**src/rtl/if_stage.sv**
```systemverilog
// Instruction-fetch stage: holds one fetch entry between pre-IF and ID.
// An entry waits for its in-order SRAM response, or is an exception entry
// that needs no response. A discard counter drops responses that belong to
// requests killed by a flush.
//
// Ports:
//   clk, reset                 clock, synchronous active-high reset
//   pre_IF_*                   entry offered by pre-IF, and its request handshake
//   IF_allow_in                this stage accepts a pre-IF entry this cycle (combinational)
//   inst_sram_data_ok/rdata    in-order instruction response
//   flush                      kill the held entry and any in-flight request
//   IF_ID_allow_in             ID accepts the entry
//   IF_ID_*                    entry presented to ID
//   pre_IF_IF_reg_valid        an entry is held
//   pre_IF_IF_reg_stall_wait_for_data  held non-exception entry still waits for data
module if_stage #(
  parameter int unsigned DISCARD_MAX = 2
) (
  input  logic        clk,
  input  logic        reset,
  input  logic        pre_IF_valid_out,
  input  logic        pre_IF_req_issued,
  input  logic [31:0] pre_IF_pc,
  input  logic        pre_IF_exception,
  input  logic [4:0]  pre_IF_exccode,
  input  logic        pre_IF_tlb_refill,
  output logic        IF_allow_in,
  input  logic        inst_sram_data_ok,
  input  logic [31:0] inst_sram_rdata,
  input  logic        flush,
  input  logic        IF_ID_allow_in,
  output logic        IF_ID_valid,
  output logic [31:0] IF_ID_pc,
  output logic [31:0] IF_ID_inst,
  output logic        IF_ID_exception,
  output logic [4:0]  IF_ID_exccode,
  output logic        IF_ID_tlb_refill,
  output logic        pre_IF_IF_reg_valid,
  output logic        pre_IF_IF_reg_stall_wait_for_data
);

  localparam int unsigned CNT_W = (DISCARD_MAX < 1) ? 1 : $clog2(DISCARD_MAX + 1);
  // Two spare bits so the pre-saturation sum cannot wrap.
  localparam int unsigned SUM_W = CNT_W + 2;

  typedef enum logic [1:0] {
    S_EMPTY = 2'd0,
    S_WAIT  = 2'd1,
    S_READY = 2'd2,
    S_EXC   = 2'd3
  } state_t;

  state_t            state_q, state_d;
  logic [CNT_W-1:0]  cnt_q, cnt_d;
  logic [31:0]       pc_q, pc_d;
  logic [31:0]       inst_q, inst_d;
  logic              exc_q, exc_d;
  logic [4:0]        code_q, code_d;
  logic              tlb_q, tlb_d;

  logic              out_valid;
  logic              drop;
  logic              take;
  logic              load;
  logic              leave;
  logic              inc_wait;
  logic              inc_req;
  logic [SUM_W-1:0]  cnt_sum;

  // Handshake decode shared by next-state logic and outputs.
  assign out_valid   = (state_q == S_READY) || (state_q == S_EXC);
  assign IF_allow_in = ~flush & ((state_q == S_EMPTY) | (out_valid & IF_ID_allow_in));
  assign drop        = inst_sram_data_ok & (cnt_q != '0);
  assign take        = inst_sram_data_ok & (cnt_q == '0) & (state_q == S_WAIT);
  assign load        = pre_IF_valid_out & IF_allow_in;
  assign leave       = out_valid & IF_ID_allow_in;

  // A flushed WAIT entry leaves its request in flight unless its data was
  // consumed this very cycle; a request issued alongside a flush is also orphaned.
  assign inc_wait = flush & (state_q == S_WAIT) & ~take;
  assign inc_req  = flush & pre_IF_req_issued;
  assign cnt_sum  = SUM_W'(cnt_q) + SUM_W'(inc_wait) + SUM_W'(inc_req) - SUM_W'(drop);

  // Next-state and buffer update.
  always_comb begin
    state_d = state_q;
    pc_d    = pc_q;
    inst_d  = inst_q;
    exc_d   = exc_q;
    code_d  = code_q;
    tlb_d   = tlb_q;

    if (cnt_sum > SUM_W'(DISCARD_MAX)) begin
      cnt_d = CNT_W'(DISCARD_MAX);
    end else begin
      cnt_d = CNT_W'(cnt_sum);
    end

    if (flush) begin
      state_d = S_EMPTY;
    end else if (load) begin
      state_d = pre_IF_exception ? S_EXC : S_WAIT;
      pc_d    = pre_IF_pc;
      inst_d  = 32'd0;
      exc_d   = pre_IF_exception;
      code_d  = pre_IF_exccode;
      tlb_d   = pre_IF_tlb_refill;
    end else if (take) begin
      state_d = S_READY;
      inst_d  = inst_sram_rdata;
    end else if (leave) begin
      state_d = S_EMPTY;
    end
  end

  // State register.
  always_ff @(posedge clk) begin
    if (reset) begin
      state_q <= S_EMPTY;
      cnt_q   <= '0;
      pc_q    <= 32'd0;
      inst_q  <= 32'd0;
      exc_q   <= 1'b0;
      code_q  <= 5'd0;
      tlb_q   <= 1'b0;
    end else begin
      state_q <= state_d;
      cnt_q   <= cnt_d;
      pc_q    <= pc_d;
      inst_q  <= inst_d;
      exc_q   <= exc_d;
      code_q  <= code_d;
      tlb_q   <= tlb_d;
    end
  end

  assign IF_ID_valid                       = out_valid;
  assign IF_ID_pc                          = pc_q;
  assign IF_ID_inst                        = inst_q;
  assign IF_ID_exception                   = exc_q;
  assign IF_ID_exccode                     = code_q;
  assign IF_ID_tlb_refill                  = tlb_q;
  assign pre_IF_IF_reg_valid               = (state_q != S_EMPTY);
  assign pre_IF_IF_reg_stall_wait_for_data = (state_q == S_WAIT);

endmodule

```
**config.mk**
```make
export PLATFORM = sky130hd
export DESIGN_NAME = if_stage
export DESIGN_NICKNAME = d
export VERILOG_FILES = /design/src/rtl/if_stage.sv
export SDC_FILE = /design/constraint.sdc
export NUM_CORES = 1
export LEC_CHECK = 0
export CORE_MARGIN = 5
export CORE_UTILIZATION = 42
export CTS_BUF_LIST = sky130_fd_sc_hd__clkbuf_8
export DETAILED_ROUTE_END_ITERATION = 16
export PLACE_DENSITY_LB_ADDON = 0.15
export SYNTH_ARGS = -nofsm -noshare
export SYNTH_HDL_FRONTEND = slang
export SYNTH_SLANG_ARGS = --single-unit
```
**constraint.sdc**
```tcl
create_clock -name clk -period 2.77 [get_ports clk]
set_clock_uncertainty 0.05 [all_clocks]
set_input_delay 0.4155 -clock clk [delete_from_list [all_inputs] [get_ports clk]]
set_output_delay 0.4155 -clock clk [all_outputs]
set_load 0.03 [all_outputs]
```
# Yosys cells after proc, flatten, opt, wreduce, memory -nomap -nowiden
# Cells that the tools add are included.
[word_totals]
regBits = 75
in_bits = 78
out_inout_bits = 75
elab_cells = 45
[classes]
add_sub_neg = 3
order_cmp = 1
eq_ne = 3
mux = 7
bitwise_logic = 12
reduce_logical = 11
[ops]
columns = ["cell", "count"]
rows = [
  ["$mux 32", 2],
  ["$mux 2", 5],
  ["$and 1x1->1", 9],
  ["$reduce_bool 2->1", 3],
  ["$add 3x1->4", 1],
  ["$eq 2x2->1 const B", 2],
  ["$gt 4x2->1 const B", 1],
  ["$logic_not 2->1", 2],
  ["$reduce_and 2->1", 2],
  ["$reduce_or 2->1", 2],
  ["$sub 4x1->4", 1],
  ["$add 2x1->3", 1],
  ["$reduce_bool 3->1", 1],
  ["$eq 2x1->1 const B", 1],
  ["$not 1->1", 2],
  ["$logic_or 1x1->1", 1],
  ["$or 1x1->1", 1],
]

# Logic depth before layout (Yosys ltp)
# Gate-level depths: netlist (run 1).
[logic_depth]
depth_word = 10
mapped_depth = 10
mapped_depth_nobuf = 10

# Worst setup path before layout (run 1)
# No wires, ideal clock.
[synth_path]
path_kind = "register -> register"
start = "register state_q[0]"
end = "register cnt_q[0]"
setup_ns = 0.131
arrival_ns = 2.159
required_time_ns = 2.589
path_slack_ns = 0.431
path_stages_with_launch = 10
path_buffers = 0
synth_period_minus_slack_ns = 2.339
path_cell_list = "dfxtp_1 > nor2b_2 > nand3b_1 > ha_1 > inv_1 > fa_1 > inv_1 > fa_1 > nand3_1 > nor3b_1"
[synth_between]
elab_chain_cells = 9
word_cells_on_any_way = 10
classes_between = "add/sub (3); order compare (1); eq/ne (1); bitwise (4); reduce/logical (1)"
[synth_lines]
columns = ["item", "line_no", "rtl"]
rows = [
  ["start, declared", "53", "state_t state_q, state_d;"],
  ["start signal, assigned", "127", "state_q <= state_d;"],
  ["$eq 2x1->1 *", "-", ""],
  ["via pre_IF_IF_reg_stall_wait_for_data", "39", "output logic pre_IF_IF_reg_stall_wait_for_data"],
  ["$and 1x1->1", "74", "assign take = inst_sram_data_ok & (cnt_q == '0) & (state_q == S_WAIT);"],
  ["$not 1->1", "80", "assign inc_wait = flush & (state_q == S_WAIT) & ~take;"],
  ["$and 1x1->1 *", "80", ""],
  ["$add 2x1->3 *", "82", "assign cnt_sum = SUM_W'(cnt_q) + SUM_W'(inc_wait) + SUM_W'(inc_req) - SUM_W'(drop);"],
  ["$add 3x1->4 *", "82", ""],
  ["$sub 4x1->4 *", "82", ""],
  ["$gt 4x2->1", "93", "if (cnt_sum > SUM_W'(DISCARD_MAX)) begin"],
  ["$reduce_or 2->1 (no source line)", "-", ""],
  ["end signal, assigned", "128", "cnt_q <= cnt_d;"],
  ["end, declared", "54", "logic [CNT_W-1:0] cnt_q, cnt_d;"],
]
# The timed path passes the listed nets; every way through them passes the cells marked *.
# A chain may end at the register's enable or synchronous reset.

# Worst setup path in the final report (run 1)
[layout_path]
start = "input inst_sram_data_ok"
end = "register cnt_q[0]"
[layout_between]
elab_chain_cells = 9
word_cells_on_any_way = 10
classes_between = "add/sub (3); order compare (1); bitwise (5); reduce/logical (1)"
[layout_lines]
columns = ["item", "line_no", "rtl"]
rows = [
  ["start, declared", "28", "input logic inst_sram_data_ok,"],
  ["$and 1x1->1 (2 in series)", "74", ""],
  ["$not 1->1", "80", ""],
  ["$and 1x1->1", "80", ""],
  ["$add 2x1->3", "82", ""],
  ["$add 3x1->4", "82", ""],
  ["$sub 4x1->4 *", "82", ""],
  ["$gt 4x2->1", "93", ""],
  ["$reduce_or 2->1 (no source line)", "-", ""],
]
# Mark *: on every way between the ends. The rest lies on a longest branch, timed or not.

==> results of run 1 <==
## report_power, final
group | leakage [nW] | internal (mW) | switching, mW | total [mW]
registers | 0.609 | 1.12 | 0.0379 | 1.16
clock network | 0.106 | 0.487 | 0.382 | 0.869
logic | 0.923 | 0.252 | 0.246 | 0.498
## worst min-delay path, delay by kind of cell (launching register included)
kind	cells	cell delay, ns
flip-flops	1	0.31
AND/OR/NAND/NOR	1	0.05
AO/OA/AOI/OAI	1	0.05
## layout make-up
class / count / area share, %
Clock buffer: 12 / 3.35
Clock inverter: 4 / 0.990
Inverter: 3 / 0.228
Multi-Input combinational cell: 242 / 29.8
Sequential cell: 75 / 30.5
Tap cell: 99 / 2.51
Timing Repair Buffer: 161 / 32.6
## metrics by stage
stage	area (sq um)	hold WS [ns]	setup slack, ns
6_report	4930	0.403	0.366
5_1_grt	4930	0.423	0.194
4_1_cts	4930	0.407	0.370
3_5_place_dp	4710	0.396	0.0257
3_3_place_gp	4710	0.391	0.0783
2_1_floorplan	3190	0.433	0.431
## sequential cells by signal, indices dropped and copies added, names as in the netlist
signal,flops
IF_ID_tlb_refill,1
IF_ID_exccode,5
IF_ID_pc,32
IF_ID_exception,1
state_q,2
IF_ID_inst,32
cnt_q,2
## synthesized netlist by cell type (2+ instances only)
master and number:
a21oi_1 41, a21oi_2 31, a31oi_1 2, buf_12 3, buf_2 7, buf_4 3, buf_6 6, clkbuf_1 9
dfxtp_1 75, fa_1 2, ha_1 3, inv_1 3, nand2_1 113, nand3_1 2, nand3_2 31, nand3b_1 2
## per-layer routing
metal | part of all wire, % | up-vias | GRT usage, %
met5 | 0 | - | 0
met4 | 1.8 | 0 | 6.28
met3 | 8.2 | 11 | 6.75
met2 | 45 | 100 | 28.3
met1 | 45 | 1310 | 22.1
li1 | - | 1438 | -
## cell families (layout without fill, tap and decap cells)
kind of cell	Yosys count	in the layout	share of synthesized area, %
AND/OR/NAND/NOR	158	158	26.2
adder cells (fa/ha/maj)	5	5	2.43
AO/OA/AOI/OAI	78	78	16.9
XOR/XNOR	1	1	0.274
buffers and inverters	31	180	7.21
flip-flops	75	75	47.0
## worst min path at each step
stage / startpoint / endpoint / slack (ns) / cells past startpoint
after floorplan: flush / state_q[1] / 0.43 / 1
after global placement: IF_ID_pc[7] / IF_ID_pc[7] / 0.39 / 2
after detailed placement: IF_ID_pc[6] / IF_ID_pc[6] / 0.40 / 2
after CTS: IF_ID_exccode[3] / IF_ID_exccode[3] / 0.41 / 2
after global routing: IF_ID_pc[10] / IF_ID_pc[10] / 0.42 / 2
final: IF_ID_pc[4] / IF_ID_pc[4] / 0.40 / 2
## cells in the final DEF, fill, tap and decap left out, drive strengths merged
master / n
a21bo: 1
a21boi: 1
a21oi: 72
a311oi: 1
a31oi: 2
and2: 1
and3b: 1
buf: 10
bufinv: 1
clkbuf: 12
clkdlybuf4s50: 151
clkinvlp: 2
dfxtp: 75
fa: 2
ha: 3
inv: 4
nand2: 114
nand2b: 1
nand3: 33
nand3b: 2
nor2b: 2
nor3: 1
nor3b: 2
o21a: 1
or2: 1
xnor2: 1
==> impl_metrics.tcl, run 1 <==
set metrics [dict create \
    outcome "finished clean" \
    path_class "in -> reg" \
    power.density_nw_per_um2 513 \
    dp_hpwl_um 6030 \
    track_usage_pct 17.8 \
    holdBufCountCts 0 \
    worstPathArrival_ns 2.60 \
    finalWirelength_um 8410 \
    power_mw 2.53 \
    peakVddDrop_uv 261 \
    syn_area_sq_um 3190 \
    synthArstFlopShare_pct 0 \
    clkSlewWorstSetupHoldPaths_ns 0.07 \
    cpMaxStageDelayCell "clkdlybuf4s50_1" \
    cts_made_buffers 9 \
    clk_path_buf_depth 2 \
    regToRegSetupSlack_ns 0.48 \
    clock_latency_ns 0.33 \
    synth_ff_type "dfxtp_1" \
    die_h_um 97.2 \
    fin_crit_ns 2.40 \
    wl_per_cell_um 14.1 \
    multiInputGateArea_sq_um 1470 \
    cts-root-buf "clkbuf_8" \
    drive_gt1_share_pct 18.9 \
    grt_pass1_wl_um 14100 \
    num_io_pins 153 \
    place.gp.congestion 0.788 \
    crit_path_max_incr_delay_ns 0.42 \
    ys_types 31 \
    drt-initial-drc-count 68 \
    reg2regPathDepth 10 \
    core_sq_um 7330 \
    cts_tree "built" \
    tightest_slew_ns 0.635 \
    fillers 606 \
    synth_seq_area_share_pct 47.0 \
    min_path_type "reg -> reg" \
    grt_max_degree 50 \
    critPathLaunch "inst_sram_data_ok" \
    first_pass_iters 4 \
    first_global_vias 2860 \
    worst-endpoint-required_ns 2.97 \
    max-slew-margin-rel_pct 57.7 \
    synth_edf_count 0 \
    numPortBuffers 152 \
    syn-num-nets 431 \
    rows 31 \
    reg2reg_to "cnt_q[0]" \
    postCtsSetupBuffers 0 \
    crit_family "adder cells" \
    cp.buffers_inverters 3 \
    ys_seq_elements 75 \
    cp-start-kind "input pin" \
    htree_levels 3 \
    fin_tns_setup_ns 0 \
    ant_nets 0 \
    vias_per_cell 4.80 \
    start_util_pct 43.6 \
    rsz0062_at_grt "no" \
    dieArea_sq_um 9450 \
    post-route-period-util_pct 86.8 \
    fp.dieW_um 97.2 \
    area_growth_pct 54.3 \
    cts_resized 0 \
    clock_sinks 75 \
    yosysTopAreaCellShare_pct 47.0 \
    placedCellCount 580 \
    worstPathMaxFanout 2 \
    syn_avg_cell_area_sq_um 9.18 \
    hold_viol 0 \
    antennaDiodeCount 0 \
    ys_warn_count 0 \
    fin_util_pct 67.2 \
    final_nets 575 \
    remaining_drc_errors 0 \
    p_leak_nw 1.64 \
    vias 2859 \
    grt-ovfl-total 0 \
    seqCellArea_sq_um 1500 \
    yosysTopAreaCell "dfxtp_1" \
    cp_cell_sequence "clkdlybuf4s50_1 -> nor3b_2 -> nand3b_1 -> ha_1 -> inv_1 -> fa_1 -> inv_1 -> fa_1 -> xnor2_1 -> nand3_1 -> nor3b_1" \
    postSynthCellCount 348 \
    rr_startpoint "cnt_q[1]" \
    worstSetupEndpointType "register" \
    crit_cells 11 \
    setup_viol 0 \
    synth_area_leaders "dfxtp_1, nand2_1, nand3_2" \
    fmaxAchievable_mhz 416 \
    final_cells 596 \
    antenna_found_initial 0 \
    maxSlewViolCount 0 \
    endpoint "cnt_q[0]" \
    drv_cap 0 \
]
Power figures use the tool's default switching activity.
==> run 2, diff against run 1 <==
Settings changed: CORE_UTILIZATION 42 to 55, DONT_BUFFER_PORTS set to 1.
==> impl_metrics.tcl, run 2 (synthesis gave the netlist of run 1 again) <==
set metrics [dict create \
    clk_path_buf_depth 2 \
    post-route-period-util_pct 84.5 \
    vias 2287 \
    regToRegSetupSlack_ns 0.43 \
    area_growth_pct 4.66 \
    endpoint "cnt_q[0]" \
    fin_tns_setup_ns 0 \
    worstPathMaxFanout 5 \
    worstPathArrival_ns 2.53 \
    critPathLaunch "cnt_q[1]" \
    peakVddDrop_uv 291 \
    setup_viol 0 \
    drv_cap 0 \
    reg2regPathDepth 10 \
    cp-start-kind "register" \
    power.density_nw_per_um2 676 \
    dieArea_sq_um 7430 \
    start_util_pct 57.3 \
    holdWs_ns 0.0919 \
    wl_per_cell_um 17.1 \
    max-slew-margin-rel_pct 56.3 \
    cts_made_buffers 9 \
    path_class "reg -> reg" \
    grt-ovfl-total 0 \
    core_sq_um 5570 \
    grt_pass1_wl_um 11000 \
    worst-endpoint-required_ns 2.96 \
    antenna_found_initial 0 \
    cts_tree "built" \
    dp_hpwl_um 5010 \
    layout_commonest_cell "nand2_1" \
    num_io_pins 153 \
    rsz0062_at_grt "no" \
    vias_per_cell 5.51 \
    grt_max_degree 76 \
    power_mw 2.26 \
    hold_viol 0 \
    clkSlewWorstSetupHoldPaths_ns 0.07 \
    finalWirelength_um 7120 \
    reg2reg_to "cnt_q[0]" \
    fin_crit_ns 2.34 \
    rr_startpoint "cnt_q[1]" \
    drive_gt1_share_pct 26.5 \
    first_pass_iters 4 \
    final_nets 421 \
    worstSetupEndpointType "register" \
    mostFrequentLayoutCells "nand2_1, dfxtp_1, a21oi_1" \
    remaining_drc_errors 0 \
    outcome "finished clean" \
    htree_levels 3 \
    place.gp.congestion 0.726 \
    cts-root-buf "clkbuf_8" \
    ant_nets 0 \
    antennaDiodeCount 0 \
    rows 27 \
    fmaxAchievable_mhz 427 \
    tightest_slew_ns 0.658 \
    cts_resized 0 \
    min_path_type "in -> reg" \
    postCtsSetupBuffers 0 \
    first_global_vias 2340 \
    fillers 505 \
    seqCellArea_sq_um 1500 \
    maxSlewViolCount 0 \
    fp.dieW_um 86.2 \
    die_h_um 86.2 \
    numPortBuffers 0 \
    holdBufCountCts 0 \
    clock_sinks 75 \
    track_usage_pct 18.4 \
    multiInputGateArea_sq_um 1470 \
    drt-initial-drc-count 101 \
    clock_latency_ns 0.33 \
    p_leak_nw 1.07 \
]
[run 2: through the flow]
step | util [%] | instances | setup WS [ns] | cell area (sq um)
after floorplan | - | 348 | 0.431 | 3190
after global placement | 56.5 | 399 | 0.517 | 3150
after detailed placement | 56.5 | 399 | 0.430 | 3150
after CTS | 60.0 | 415 | 0.425 | 3340
after global routing | 60.0 | 415 | 0.175 | 3340
final | 60.0 | 415 | 0.429 | 3340
[run 2: cell type report]
class                   count  area share (%)
well taps                  72            2.69
flip-flops and latches     75            44.9
repair buffers              7            2.32
clock buffers              10            4.12
clock inverters             6            1.68
multi-input cells         242            43.9
inverters                   3           0.337
[run 2: power by group]
group,internal (mW),switching [mW]
registers,1.12,0.105
logic,0.0967,0.131
clock network,0.433,0.373
total,1.65,0.609
[run 2: worst min path at each step]
stage	startpoint	to	slack [ns]	depth (start not counted)
2_1_floorplan	flush	state_q[1]	0.43	1
3_3_place_gp	reset	IF_ID_inst[20]	0.44	1
3_5_place_dp	reset	IF_ID_inst[20]	0.44	1
4_1_cts	reset	IF_ID_inst[12]	0.07	1
5_1_grt	reset	IF_ID_inst[12]	0.06	1
6_report	reset	IF_ID_inst[16]	0.09	1
[run 2: worst max-delay path: stages (launching register included)]
cell and delay, ns:
dfxtp_1 0.38, nor3b_2 0.27, nand3b_1 0.16, ha_1 0.23, inv_1 0.07, fa_1 0.19
inv_1 0.05, fa_1 0.37, xnor2_1 0.18, nand3_1 0.11, nor3b_1 0.20
[run 2: layer usage]
| metal | GRT usage (%) | vias to the layer above | share of wire (%) |
|---|---|---|---|
| li1 | - | 1122 | - |
| met1 | 20.2 | 1046 | 39 |
| met2 | 31.0 | 108 | 47 |
| met3 | 8.27 | 11 | 13 |
| met4 | 7.37 | 0 | 1.6 |
| met5 | 0 | - | 0 |
